<file path="src/rtl/pipeline_hazard_ctrl.sv">
// rtl/pipeline_hazard_ctrl.sv - pipeline stall/flush/bubble controller with memory-wait timeout.
// Optional performance counters are built only when HAZARD_PERF_CNT_EN is defined.
module pipeline_hazard_ctrl #(
  parameter int TIMEOUT = 255,
  parameter int CNT_W   = 16
) (
  input  logic             i_clk,
  input  logic             i_reset,
  input  logic [4:0]       i_id_rs1,
  input  logic [4:0]       i_id_rs2,
  input  logic             i_id_uses_rs2,
  input  logic [4:0]       i_ex_rd,
  input  logic             i_ex_mem_read,
  input  logic             i_ex_branch_taken,
  input  logic             i_dmem_busy,
  output logic             o_pc_write,
  output logic             o_if_id_write,
  output logic             o_id_ex_write,
  output logic             o_ex_mem_write,
  output logic             o_if_id_flush,
  output logic             o_id_ex_bubble,
  output logic [1:0]       o_state,
  output logic             o_timeout,
  output logic [CNT_W-1:0] o_stall_cnt,
  output logic [CNT_W-1:0] o_flush_cnt
);

  localparam int WAIT_W = $clog2(TIMEOUT + 1);
  localparam logic [WAIT_W-1:0] WAIT_MAX = WAIT_W'(TIMEOUT);

  typedef enum logic [1:0] {
    ST_RUN      = 2'd0,
    ST_LU_STALL = 2'd1,
    ST_FLUSH    = 2'd2,
    ST_MEM_WAIT = 2'd3
  } state_t;

  state_t            r_state;
  state_t            w_next_state;
  logic [WAIT_W-1:0] r_wait_cnt;
  logic [WAIT_W-1:0] w_wait_cnt_next;
  logic              r_timeout;
  logic              w_lu;

  assign w_lu = i_ex_mem_read & (i_ex_rd != 5'd0) &
                ((i_ex_rd == i_id_rs1) | (i_id_uses_rs2 & (i_ex_rd == i_id_rs2)));

  always_ff @(posedge i_clk) begin
    if (i_reset) begin
      r_state    <= ST_RUN;
      r_wait_cnt <= '0;
      r_timeout  <= 1'b0;
    end else begin
      r_state    <= w_next_state;
      r_wait_cnt <= w_wait_cnt_next;
      if (w_wait_cnt_next == WAIT_MAX) begin
        r_timeout <= 1'b1;
      end
    end
  end

  // Busy outranks every state; a MEM_WAIT cycle without busy is evaluated as RUN.
  always_comb begin
    o_pc_write     = 1'b1;
    o_if_id_write  = 1'b1;
    o_id_ex_write  = 1'b1;
    o_ex_mem_write = 1'b1;
    o_if_id_flush  = 1'b0;
    o_id_ex_bubble = 1'b0;
    w_next_state   = ST_RUN;
    if (i_reset) begin
      o_pc_write     = 1'b0;
      o_if_id_write  = 1'b0;
      o_id_ex_write  = 1'b0;
      o_ex_mem_write = 1'b0;
    end else if (i_dmem_busy) begin
      o_pc_write     = 1'b0;
      o_if_id_write  = 1'b0;
      o_id_ex_write  = 1'b0;
      o_ex_mem_write = 1'b0;
      w_next_state   = ST_MEM_WAIT;
    end else begin
      case (r_state)
        ST_RUN, ST_MEM_WAIT: begin
          if (i_ex_branch_taken) begin
            o_if_id_flush  = 1'b1;
            o_id_ex_bubble = 1'b1;
            w_next_state   = ST_FLUSH;
          end else if (w_lu) begin
            o_pc_write     = 1'b0;
            o_if_id_write  = 1'b0;
            o_id_ex_bubble = 1'b1;
            w_next_state   = ST_LU_STALL;
          end
        end
        default: w_next_state = ST_RUN;
      endcase
    end
  end

  always_comb begin
    w_wait_cnt_next = r_wait_cnt;
    if (r_state == ST_MEM_WAIT) begin
      if (i_dmem_busy) begin
        if (r_wait_cnt != WAIT_MAX) begin
          w_wait_cnt_next = r_wait_cnt + 1'b1;
        end
      end else begin
        w_wait_cnt_next = '0;
      end
    end
  end

  assign o_state   = r_state;
  assign o_timeout = r_timeout;

`ifdef HAZARD_PERF_CNT_EN
  logic [CNT_W-1:0] r_stall_cnt;
  logic [CNT_W-1:0] r_flush_cnt;

  always_ff @(posedge i_clk) begin
    if (i_reset) begin
      r_stall_cnt <= '0;
      r_flush_cnt <= '0;
    end else begin
      if (!o_pc_write && (r_stall_cnt != '1)) begin
        r_stall_cnt <= r_stall_cnt + 1'b1;
      end
      if (o_if_id_flush && (r_flush_cnt != '1)) begin
        r_flush_cnt <= r_flush_cnt + 1'b1;
      end
    end
  end

  assign o_stall_cnt = r_stall_cnt;
  assign o_flush_cnt = r_flush_cnt;
`else
  assign o_stall_cnt = '0;
  assign o_flush_cnt = '0;
`endif

endmodule

</file>
<file path="config.mk">
export PLATFORM = sky130hd
export DESIGN_NAME = pipeline_hazard_ctrl
export DESIGN_NICKNAME = d
export VERILOG_FILES = /design/src/rtl/pipeline_hazard_ctrl.sv
export SDC_FILE = /design/constraint.sdc
export NUM_CORES = 1
export LEC_CHECK = 0
export CAP_MARGIN = 20
export CELL_PAD_IN_SITES_DETAIL_PLACEMENT = 2
export CELL_PAD_IN_SITES_GLOBAL_PLACEMENT = 2
export CORE_MARGIN = 8
export CORE_UTILIZATION = 23
export DETAILED_ROUTE_END_ITERATION = 6
export GPL_ROUTABILITY_DRIVEN = 0
export PLACE_DENSITY = 0.95
export RECOVER_POWER = 50
export SYNTH_ARGS = -nofsm -noshare
export SYNTH_HDL_FRONTEND = slang
export SYNTH_SLANG_ARGS = --single-unit
</file>
<file path="constraint.sdc">
create_clock -name i_clk -period 5.3 [get_ports i_clk]
set_input_delay 1.06 -clock i_clk [delete_from_list [all_inputs] [get_ports i_clk]]
set_output_delay 1.06 -clock i_clk [all_outputs]
set_load 0.05 [all_outputs]
</file>
==> impl_metrics.json <==
{
  "outcome": "completed",
  "grt_use_met1_pct": 10.2,
  "grt_busiest_layer": "met2",
  "clk_pin_slew_worst_paths_ps": 50,
  "numCtsBuffers": 3,
  "hold_violations": 0,
  "place.port_buffers": 29,
  "hold_class": "reg2reg",
  "p_comb_share_pct": 39.0,
  "reg2reg_depth": 6,
  "clockBufferDepth": 2,
  "postLayoutSetupSlackWorst_ps": 637,
  "leakage_nw": 0.542,
  "post-place-ws_ps": 769,
  "syn_inst": 147,
  "crit_fanout": 3,
  "initial_utilization_pct": 23.6,
  "r2r-start": "o_state[0]",
  "core-area_um2": 5070,
  "rsz0062_at_grt": "no",
  "yosysWarnings": 0,
  "syn_avg_cell_area_um2": 8.15,
  "final.period_utilization_pct": 88.0,
  "post_dp_cell_area_um2": 1370,
  "hold-path-cell-count": 2,
  "cts_root_buf": "clkbuf_8",
  "rows": 26,
  "power.net_switching_mw": 0.117,
  "min_to": "o_timeout",
  "start_kind": "input port",
  "cts_tree": "built",
  "ctsHoldBuffers": 0,
  "rrSetupSlack_ps": 3210,
  "layout.nets": 195,
  "area_growth_pct": 16.6,
  "vias_per_cell": 4.39,
  "clk_latency_ps": 240,
  "antenna_cells": 0,
  "regArea_um2": 220,
  "yosysTopAreaCell": "buf_4",
  "yosysSeqAreaShare_pct": 18.4,
  "ctsHtreeMaxLevel": 1,
  "cpMaxStageDelayCell": "clkdlybuf4s50_1",
  "crit_chain": "dlygate4sd3_1 -> or4_1 -> o21a_1 -> a311oi_1 -> clkdlybuf4s50_1",
  "switching_share_pct": 41.4,
  "hpwl_um": 3060,
  "drtIter0Drc": 39,
  "track_usage_pct": 9.87,
  "maxCapViolCount": 0,
  "grt_pass1_vias": 1252,
  "peakVddDrop_mv": 0.0752,
  "timing.rr.end": "o_timeout",
  "relSlewSlack_pct": 58.9,
  "critPathKind": "in2out",
  "maxSlewViolCount": 0,
  "critPathCaptureType": "primary output",
  "ys_ff_latch": 11,
  "drive_gt1_share_pct": 8.77,
  "arrival_ps": 3600,
  "drt_first_pass_iters": 4,
  "ctsResizeCount": 0,
  "routedWlPerCell_um": 15.7,
  "ant_nets": 0,
  "hp-start": "o_timeout",
  "num_io_pins": 62,
  "fp.dieH_um": 88.2,
  "tns_ps": 0,
  "synth_area_um2": 1200,
  "grt_pass1_wl_um": 6070,
  "fin_crit_ps": 4660,
  "yosys-top-cells-area": "buf_4 (22%), dfxtp_1 (18%), xnor2_1 (7.3%)",
  "synth_top_area_share_pct": 21.9,
  "multi_input_area_um2": 736,
  "vias": 1057,
  "drc": 0,
  "grtUsageMet2_pct": 17.0,
  "antenna_found_initial": 0,
  "clock_sinks": 11,
  "use_met3_pct": 5.16,
  "fmax_mhz": 214,
  "critPathMaxStageDelay_ps": 870,
  "whs_ps": 474,
  "dieArea_um2": 7780,
  "grt_max_degree": 19,
  "grt_overflow_total": 0,
  "skew_ps": 2.25,
  "p_per_area_nw_per_um2": 201,
  "ys_types": 46,
  "p_seq_share_pct": 30.2,
  "die_w_um": 88.2,
  "p_int_mw": 0.165,
  "num-fill-cells": 635,
  "cp.required_ps": 4240,
  "final-setup-viol-count": 0,
  "power_frac_clock_pct": 30.8,
  "design_area_um2": 1400,
  "cts_setup_buffers": 0,
  "mostFrequentLayoutCell": "conb_1",
  "routed_wl_um": 3780,
  "worst_pin_slew_ps": 617,
  "layout_common_cells": "conb_1 (32), clkdlybuf4s50_1 (27), dfxtp_1 (11), xnor2_1 (10)"
}
-- power by group through the flow --
stage	clock, mW	combinational [mW]	sequential, mW
floorplan	0	0.0972	0.0901
global placement	0	0.108	0.0866
detailed placement	0	0.109	0.0868
CTS	0.0889	0.110	0.0851
global route	0.0939	0.115	0.0851
finish	0.0868	0.110	0.0850
-- synthesized netlist by cell type, drive strengths merged --
cell,count
a22oi,1
conb,1
a211oi,2
xnor2,10
a41oi,1
nand3,4
o21ai,5
nor3,1
a31oi,3
o31ai,1
o41ai,1
nand3b,1
inv,3
o21a,1
nor4,2
or4,1
and2,2
ha,2
clkbuf,1
a21o,1
o32ai,1
mux2,1
o22ai,2
nand4,4
dfxtp,11
and3,7
a21oi,8
and4,4
nand2,8
buf,40
nor2,8
and2b,1
a311oi,1
mux2i,1
nor2b,6
-- worst max-delay path by stage --
stage / startpoint / to / slack (ps) / cells after the start
floorplan: i_ex_rd[0] / o_pc_write / 800 / 4
global placement: i_ex_rd[0] / o_pc_write / 820 / 5
detailed placement: i_ex_rd[0] / o_if_id_write / 770 / 5
CTS: i_ex_rd[0] / o_if_id_write / 740 / 5
global route: i_ex_rd[0] / o_if_id_write / 560 / 5
finish: i_ex_rd[0] / o_if_id_write / 640 / 5
-- per-stage QoR --
stage	util (%)	total power [mW]	instances
after CTS	28.0	0.284	241
after global routing	27.5	0.294	241
after floorplan	-	0.187	178
after global placement	27.1	0.194	237
after detailed placement	27.1	0.196	237
final	27.5	0.282	241
-- cell families after synthesis --
family                   count (synthesis)  synth area share, %
buffers and inverters                   44                 28.2
other                                    1                0.313
AND/OR/NAND/NOR                         49                 26.1
adder cells (fa/ha/maj)                  2                 2.09
AO/OA/AOI/OAI                           28                 15.9
multiplexers                             2                 1.77
flip-flops                              11                 18.4
XOR/XNOR                                10                 7.31
-- routing by layer --
layer	share of wire, %	wire length, µm
met4	1.4	53
met2	49	1850
met3	10	391
met1	39	1490
met5	0	0
-- flip-flops by register name (all words and copies together), names as in the netlist --
register	cells
o_timeout	1
o_state	2
r_wait_cnt	8
-- area by class of cell --
cell class,count,area share [%]
clock buffers,4,3.22
repair buffers,30,21.3
multi-input cells,123,52.6
inverters,3,0.806
flip-flops and latches,11,15.8
well taps,70,6.27
-- critical path: cells and delay by family --
kind	cells	cell delay, ps
and+or+nand+nor	1	550
AOI/OAI and AO/OA	2	530
buffers and inverters	2	1460
No activity file was read; power rests on OpenSTA's default activity.
